`src/rtl/int_timers.sv`:
```
// int_timers: three-channel prescaled periodic/one-shot timer producing one-clock
// interrupt request strobes, programmed through a 16-entry I/O register window.
module int_timers #(
  parameter int NCH = 3
) (
  input  logic           clk,
  input  logic           rst_n,
  input  logic [3:0]     addr,
  input  logic [7:0]     din,
  input  logic           wr_stb,
  input  logic           rd_stb,
  output logic [7:0]     dout,
  output logic [NCH-1:0] int_stbs
);
  logic [7:0] rd_v [16];
  for (genvar c = 0; c < NCH; c++) begin : g_ch
    logic        en_q, en_d, os_q, stb_q;
    logic [1:0]  psel_q;
    logic [15:0] rld_q, cnt_q, cnt_d;
    logic [11:0] presc_q, presc_d, dm1;
    logic [7:0]  hold_q;
    logic        ctrl_wr, lo_wr, hi_wr, go_wr, hold_rd, restart, run, tick, expire;
    assign ctrl_wr = wr_stb && addr == 4'(4 * c);
    assign lo_wr   = wr_stb && addr == 4'(4 * c + 1);
    assign hi_wr   = wr_stb && addr == 4'(4 * c + 2);
    assign hold_rd = rd_stb && addr == 4'(4 * c + 3);
    assign go_wr   = wr_stb && addr == 4'hF && din[c];
    assign dm1 = psel_q == 2'd0 ? 12'd0 : psel_q == 2'd1 ? 12'd15 : psel_q == 2'd2 ? 12'd255 : 12'd4095;
    assign restart = go_wr || (ctrl_wr && (din[4] || (din[0] && !en_q)));
    // Any restart or disabling write in an expiring edge swallows that tick entirely.
    assign run    = en_q && !(ctrl_wr && !din[0]) && !restart;
    assign tick   = run && presc_q == dm1;
    assign expire = tick && cnt_q == 16'd1;
    assign en_d    = ctrl_wr ? din[0] : go_wr ? 1'b1 : (expire && os_q) ? 1'b0 : en_q;
    assign cnt_d   = restart ? rld_q : !tick ? cnt_q : cnt_q != 16'd1 ? cnt_q - 16'd1 : os_q ? 16'd0 : rld_q;
    assign presc_d = restart ? 12'd0 : !run ? presc_q : tick ? 12'd0 : presc_q + 12'd1;
    always_ff @(posedge clk or negedge rst_n)
      if (!rst_n) begin
        en_q    <= 1'b0;
        os_q    <= 1'b0;
        psel_q  <= 2'd0;
        rld_q   <= 16'd0;
        cnt_q   <= 16'd0;
        presc_q <= 12'd0;
        hold_q  <= 8'd0;
        stb_q   <= 1'b0;
      end else begin
        en_q <= en_d;
        if (ctrl_wr) begin
          os_q   <= din[1];
          psel_q <= din[3:2];
        end
        if (lo_wr) rld_q[7:0] <= din;
        if (hi_wr) rld_q[15:8] <= din;
        if (hold_rd) hold_q <= cnt_q[15:8];
        cnt_q   <= cnt_d;
        presc_q <= presc_d;
        stb_q   <= expire;
      end
    assign int_stbs[c]   = stb_q;
    assign rd_v[4*c]     = {4'b0, psel_q, os_q, en_q};
    assign rd_v[4*c+1]   = rld_q[7:0];
    assign rd_v[4*c+2]   = rld_q[15:8];
    assign rd_v[4*c+3]   = cnt_q[7:0];
    assign rd_v[12+c]    = hold_q;
  end
  assign rd_v[15] = 8'h00;
  assign dout = rd_v[addr];
endmodule

```
`config.mk`:
```
export PLATFORM = sky130hd
export DESIGN_NAME = int_timers
export DESIGN_NICKNAME = d
export VERILOG_FILES = /design/src/rtl/int_timers.sv
export SDC_FILE = /design/constraint.sdc
export NUM_CORES = 1
export LEC_CHECK = 0
export CAP_MARGIN = 0
export CORE_ASPECT_RATIO = 0.9
export CORE_MARGIN = 2
export CORE_UTILIZATION = 40
export DETAILED_ROUTE_END_ITERATION = 10
export PLACE_DENSITY = 0.59
export SLEW_MARGIN = 20
export SYNTH_ARGS = -nofsm -noshare
export SYNTH_HDL_FRONTEND = slang
export SYNTH_SLANG_ARGS = --single-unit
```
`constraint.sdc`:
```
create_clock -name clk -period 3.9 [get_ports clk]
set_input_delay 0.78 -clock clk [delete_from_list [all_inputs] [get_ports clk]]
set_output_delay 0.78 -clock clk [all_outputs]
set_load 0.02 [all_outputs]
```
==> results by group, run 1 <==
Die
  – Rows: 53
  – Initial core utilization: 0.407
  – Die Area: 25000 um2
  – Ports: 27
  – Die width: 167 um
  – Die outline height: 150 um
  – Core ar.: 23300 um2

Routing
  – Antenna-violating nets left: 0
  – Via count: 7725
  – Final wirelength: 26700 um
  – DR vias/cell: 6.07
  – Drt pass-1 iters: 5
  – WL/cell: 21.0 um
  – Drt initial violations: 754
  – # DRC: 0

Cells and area
  – Share of cells above drive strength 1: 0.192
  – Fillers: 2186
  – Ant diodes: 0
  – Layout Utilization: 0.462
  – Commonest non-fill, non-tap cell in the layout: dfrtp_1
  – Syn-to-layout area delta: 13.5%
  – Nets@finish: 983
  – Commonest cells after routing, fill and taps aside: 171 x dfrtp_1, 90 x mux2_2, 82 x nor2_1

Synthesis
  – Yosys cell types: 67
  – Share of the synthesized area in the top cell type: 0.450
  – Syn Nets: 953
  – YS warnings: 0
  – Top FF cell, synth: dfrtp_1
  – Cell count after synthesis: 928
  – Async SR Flop Fraction: 1.00
  – Flops & latches, synth: 171
  – Synth area leaders: dfrtp_1 45%, mux2_2 11%, mux4_2 3.8%, nor2_1 3.2%, o21ai_0 2.6%
  – Syn Area/Cell: 10.2 um2
  – Register area share after synthesis: 0.450
  – Synth area leader: dfrtp_1
  – Synthesized area: 9510 um2
  – Post-synth EDFFs: 0

Critical path
  – WS Path Type: in2out
  – Crit path largest cell delay: 0.58 ns
  – CP startpoint kind: primary input
  – Cells along the critical path: buf_2 -> mux4_2 -> mux4_2 -> clkdlybuf4s50_1
  – CP top delay family: multiplexers
  – CP most frequent cell: mux4_2
  – CP required: 3.12 ns
  – Slowest-stage cell, CP: mux4_2
  – Crit path max fanout: 26
  – CP Buf/Inv Count: 2
  – WP data arrival: 2.94 ns
  – Crit end category: output pin

Clocking
  – Register clock-pin slew on the reported worst setup and hold paths: 0.07 ns
  – Clk_lat worst skew: 0.44 ns
  – Root Buffer: clkbuf_16
  – Clock sink count: 171
  – Clock Path Buffers: 2
  – CTS H-tree lvls: 4
  – Inserted Clock Buffers: 17
  – TritonCTS clock tree: done
  – Hold-fix buffers, CTS: 0

GRT
  – Initial antenna violation count: 0
  – First-pass GRT wire length: 42700 um
  – Total GRT Usage: 0.221
  – Overflow after GRT: 0
  – Vias in the first global route: 7245
  – Largest net degree at the start of global routing: 87

Job
  – Maxcap violations: 0

STA
  – Final Slew Violations: 0
  – Slew at the pin closest to its max-slew limit: 0.848 ns
  – Max Freq: 269 MHz
  – RSZ-0062 raised after global routing: no
  – Final period util: 0.955
  – Count of final setup violators: 0
  – Tmin final: 3.72 ns
  – Fin Clk Skew: 0.00841 ns
  – Fin. Hold Viols: 0
  – Slew headroom: 0.433
  – Final WS setup: 0.177 ns

Min path
  – Hold crit path type: in2async

Outcome
  – Outcome: complete, no violations

Pwr
  – Pwr/cell area: 597 nW/um2
  – Lkg Pwr: 0.00447 uW
  – Peak VDD IR: 249 uV

Placed design
  – GPL Wtd Cong: 0.888
  – Place WS: -0.0180 ns
  – Port bufs: 26
  – DP HPWL: 19300 um
[cell type report]
| type | instances | area (um2) | share of cell area |
|---|---|---|---|
| clock buffers | 21 | 470 | 0.0436 |
| repair buffers | 56 | 502 | 0.0465 |
| flip-flops and latches | 171 | 4280 | 0.396 |
| inverters | 20 | 75.1 | 0.00695 |
| well taps | 302 | 378 | 0.0350 |
| clock inverters | 10 | 140 | 0.0130 |
| multi-input cells | 692 | 4950 | 0.459 |
[synth_stat cells (all sizes together) (4+ instances only)]
library cell and number:
dfrtp 171, mux2 90, nor2 83, nand2 65, o21ai 56, a21oi 41, nor3 33, clkbuf 31
nor4 27, nand3 26, a22oi 20, inv 20, o2bb2ai 19, xor2 19, mux4 16, buf 14
nand4 13, o211ai 13, and3 12, mux2i 12, a221oi 10, a32oi 10, and4 10, nor2b 10
ha 9, or3 9, nand2b 8, a211oi 7, a31oi 6, o22ai 6, or2 6, a21o 5
nand3b 5, nor3b 5, a22o 4, o21a 4, o311ai 4, xnor2 4
[cells by family (layout without fill, tap and decap cells)]
group | count (synthesis) | after routing | synth area share
simple gates | 323 | 323 | 0.176
compound gates | 219 | 219 | 0.154
xor+xnor | 23 | 23 | 0.0212
mux | 118 | 118 | 0.157
flops | 171 | 171 | 0.450
buf+inv | 65 | 107 | 0.0295
fa+ha+maj | 9 | 9 | 0.0118
[per-layer routing]
metal  track usage  vias up  part of all wire
li1              -     3569                 -
met1         0.328     3858              0.48
met2         0.327      259              0.44
met3        0.0418       39             0.056
met4        0.0733        0             0.024
met5             0        -                 0
[stage by stage]
| step | instances | cell area [um2] | TNS [ns] | hold WS [ns] | total power, uW |
|---|---|---|---|---|---|
| global route | 1272 | 10800 | 0 | 0.463 | 6810 |
| floorplan | 928 | 9510 | 0 | 0.464 | 3960 |
| CTS | 1272 | 10800 | 0 | 0.440 | 6450 |
| finish | 1272 | 10800 | 0 | 0.392 | 6450 |
| global placement | 1241 | 10200 | 0 | 0.490 | 4630 |
| detailed placement | 1241 | 10200 | -0.0354 | 0.497 | 4650 |
[worst paths after layout]
path	start	to	slack, ns	cells past startpoint
max	addr[0]	dout[3]	0.18	4
min	rst_n	g_ch[0].presc_q[7]	0.39	1
max reg2reg	g_ch[2].cnt_q[11]	g_ch[2].cnt_q[15]	1.11	6
min reg2reg	g_ch[0].hold_q[0]	g_ch[0].hold_q[0]	0.51	1
max in group asynchronous	rst_n	g_ch[1].rld_q[9]	2.50	2
min in group clk	g_ch[0].hold_q[0]	g_ch[0].hold_q[0]	0.51	1
[power breakdown]
part           total [uW]  switching, uW  leakage [uW]  internal, uW
Clock                1790            735      0.000292          1060
Sequential           2910            662       0.00218          2250
Combinational        1750            916       0.00200           832
Total                6450           2310       0.00447          4130
[state kept, by name, indices dropped and copies added, names as in the netlist]
name	count
g_ch.presc_q	36
g_ch.psel_q	6
g_ch.cnt_q	48
g_ch.stb_q	3
g_ch.rld_q	48
g_ch.hold_q	24
g_ch.os_q	3
g_ch.en_q	3
[what timing repair did]
action / 4_1_cts / 5_1_grt
resized for setup: 1 / 0
setup endpoints to repair: 3 / 0
buffers inserted: 0 / 0
endpoints found under the hold margin: 0 / 0
No activity file was read; power rests on OpenSTA's default activity.
==> run 2, diff against run 1 <==
Settings changed: CAP_MARGIN 0 to default.
==> results of run 2 <==
Final layout, timing and power as in run 1 (identical DEF).
==> run 3, diff against run 2 <==
Settings changed: CORE_UTILIZATION 40 to 25, GPL_ROUTABILITY_DRIVEN from default to 0, PLACE_DENSITY 0.59 to 0.43.
Clock period 3.9 ns to 3.3 ns, I/O delays scaled along.
==> run 3 against run 2 <==
Against the previous run:
- register-to-register slack got worse by 0.48 ns
- sequential cell count stayed put
- clock power up 17%
- utilization is 16 points lower
- first-iteration DRC count fell by 12%
- setup slack worse by 0.11 ns
- clock skew rose by 0.0026 ns
- combinational power increased by 26%
- clock-buffer cell count is 3 lower
- critical path depth rose by 1
==> results by group, run 3 (synthesized netlist as in run 1, its figures left out) <==
Clocking
  – TritonCTS clock tree: done
  – Register clock-pin slew on the reported worst setup and hold paths: 0.07 ns
  – Clock sink count: 171
  – Clock Path Buffers: 2
  – CTS H-tree lvls: 4
  – Post-CTS Setup Inserts: 0
  – Inserted Clock Buffers: 17
  – Clk_lat worst skew: 0.45 ns
  – Root Buffer: clkbuf_16
  – Hold-fix buffers, CTS: 0

GRT
  – Total GRT Usage: 0.160
  – Largest net degree at the start of global routing: 75
  – Initial antenna violation count: 0
  – Overflow after GRT: 0
  – First-pass GRT wire length: 48000 um
  – Vias in the first global route: 7545

Cells and area
  – Finished Layout Cells: 1490
  – Largest regs: g_ch.cnt_q (48), g_ch.rld_q (48), g_ch.presc_q (36)
  – Nets@finish: 1019
  – Syn-to-layout area delta: 19.4%
  – Final Instance Area: 11400 um2
  – Ant diodes: 0
  – Commonest non-fill, non-tap cell in the layout: dfrtp_1
  – Fillers: 3839
  – Commonest cells after routing, fill and taps aside: 171 x dfrtp_1, 90 x mux2_2, 82 x nor2_1
  – Share of cells above drive strength 1: 0.223

STA
  – Slew headroom: 0.395
  – Setup TNS: 0 ns
  – Count of final setup violators: 0
  – Final WS setup: 0.0711 ns
  – Fin. Hold Viols: 0
  – Tmin final: 3.23 ns
  – Hold_ws: 0.255 ns
  – RSZ-0062 raised after global routing: no
  – Final period util: 0.978
  – Fin Clk Skew: 0.0110 ns
  – Slew at the pin closest to its max-slew limit: 0.905 ns
  – Max Freq: 310 MHz
  – Final Slew Violations: 0

Critical path
  – WP depth: 5
  – Crit path largest cell delay: 0.55 ns
  – Crit path max fanout: 16
  – CP most frequent cell: mux4_2
  – WP data arrival: 2.57 ns
  – Cells along the critical path: buf_2 -> buf_12 -> mux4_2 -> mux4_2 -> clkdlybuf4s50_1
  – R2r setup slk: 0.63 ns
  – Slowest-stage cell, CP: clkdlybuf4s50_1
  – CP required: 2.64 ns
  – Crit end category: output pin
  – R2R cell count: 6
  – CP Buf/Inv Count: 3
  – WS Path Type: in2out
  – CP top delay family: multiplexers
  – CP startpoint kind: primary input

Pwr
  – Sw Pwr: 2920 uW
  – Clock network fraction of design power: 0.269
  – Lkg Pwr: 0.00470 uW
  – Peak VDD IR: 321 uV
  – P_int: 4850 uW
  – Sw Share: 0.376
  – Pwr/cell area: 685 nW/um2
  – Combinational Power Share: 0.285
  – Flop pwr share: 0.447

Min path
  – Hold crit path type: in2async

Placed design
  – Cells after DPL: 1458
  – Port bufs: 26
  – Place WS: -0.111 ns
  – DP Area: 10800 um2
  – DP HPWL: 22500 um

Die
  – Initial core utilization: 0.254
  – Rows: 67
  – Core ar.: 37400 um2
  – Die Area: 39600 um2
  – Ports: 27
  – Die width: 210 um
  – Die outline height: 189 um

Routing
  – # DRC: 0
  – Antenna-violating nets left: 0
  – Via count: 7752
  – DR vias/cell: 5.20
  – Drt initial violations: 663
  – Final wirelength: 30500 um
  – WL/cell: 20.5 um
  – Drt pass-1 iters: 5

Outcome
  – Outcome: complete, no violations

Job
  – Maxcap violations: 0
-- run 3: per-layer routing --
metal | wire (um) | GRT usage | vias up | share of wire
met5 | 0 | 0 | - | 0
met4 | 510 | 0.0417 | 0 | 0.017
met3 | 1230 | 0.0317 | 26 | 0.040
met2 | 13400 | 0.238 | 155 | 0.44
met1 | 15400 | 0.235 | 3928 | 0.50
li1 | - | - | 3643 | -
-- run 3: worst paths after layout --
path / startpoint / endpoint
max in group asynchronous: rst_n / g_ch[2].rld_q[5]
min in group clk: g_ch[0].hold_q[1] / g_ch[0].hold_q[1]
hold / removal: rst_n / g_ch[0].cnt_q[3]
setup / recovery: addr[0] / dout[1]
setup reg to reg: g_ch[2].cnt_q[10] / g_ch[2].cnt_q[15]
hold reg to reg: g_ch[0].hold_q[1] / g_ch[0].hold_q[1]
-- run 3: final cells by class --
class                   count  area (um2)  area share
clock buffers              18         429      0.0378
clock inverters            14         160      0.0141
inverters                  20        75.1     0.00661
multi-input cells         692        4960       0.437
flip-flops and latches    171        4280       0.377
well taps                 483         604      0.0532
repair buffers             92         847      0.0746
-- run 3: repair_timing --
action | 4_1_cts | 5_1_grt
gates resized for setup | 7 | 2
cloned | 0 | 0
endpoints found under the setup margin | 4 | 2
endpoints found under the hold margin | 0 | 0
-- run 3: power by group through the flow --
stage          clock network, uW  logic [uW]  registers [uW]
6_report                    2090        2210            3470
4_1_cts                     2150        2220            3450
2_1_floorplan                  0        1580            3100
3_3_place_gp                   0        2180            3510
5_1_grt                     2250        2470            3550
3_5_place_dp                   0        2210            3490
-- run 3: through the flow --
stage | power [uW] | util
after global routing | 8270 | 0.304
after detailed placement | 5700 | 0.288
after CTS | 7820 | 0.304
after floorplan | 4680 | -
final | 7770 | 0.304
after global placement | 5700 | 0.288
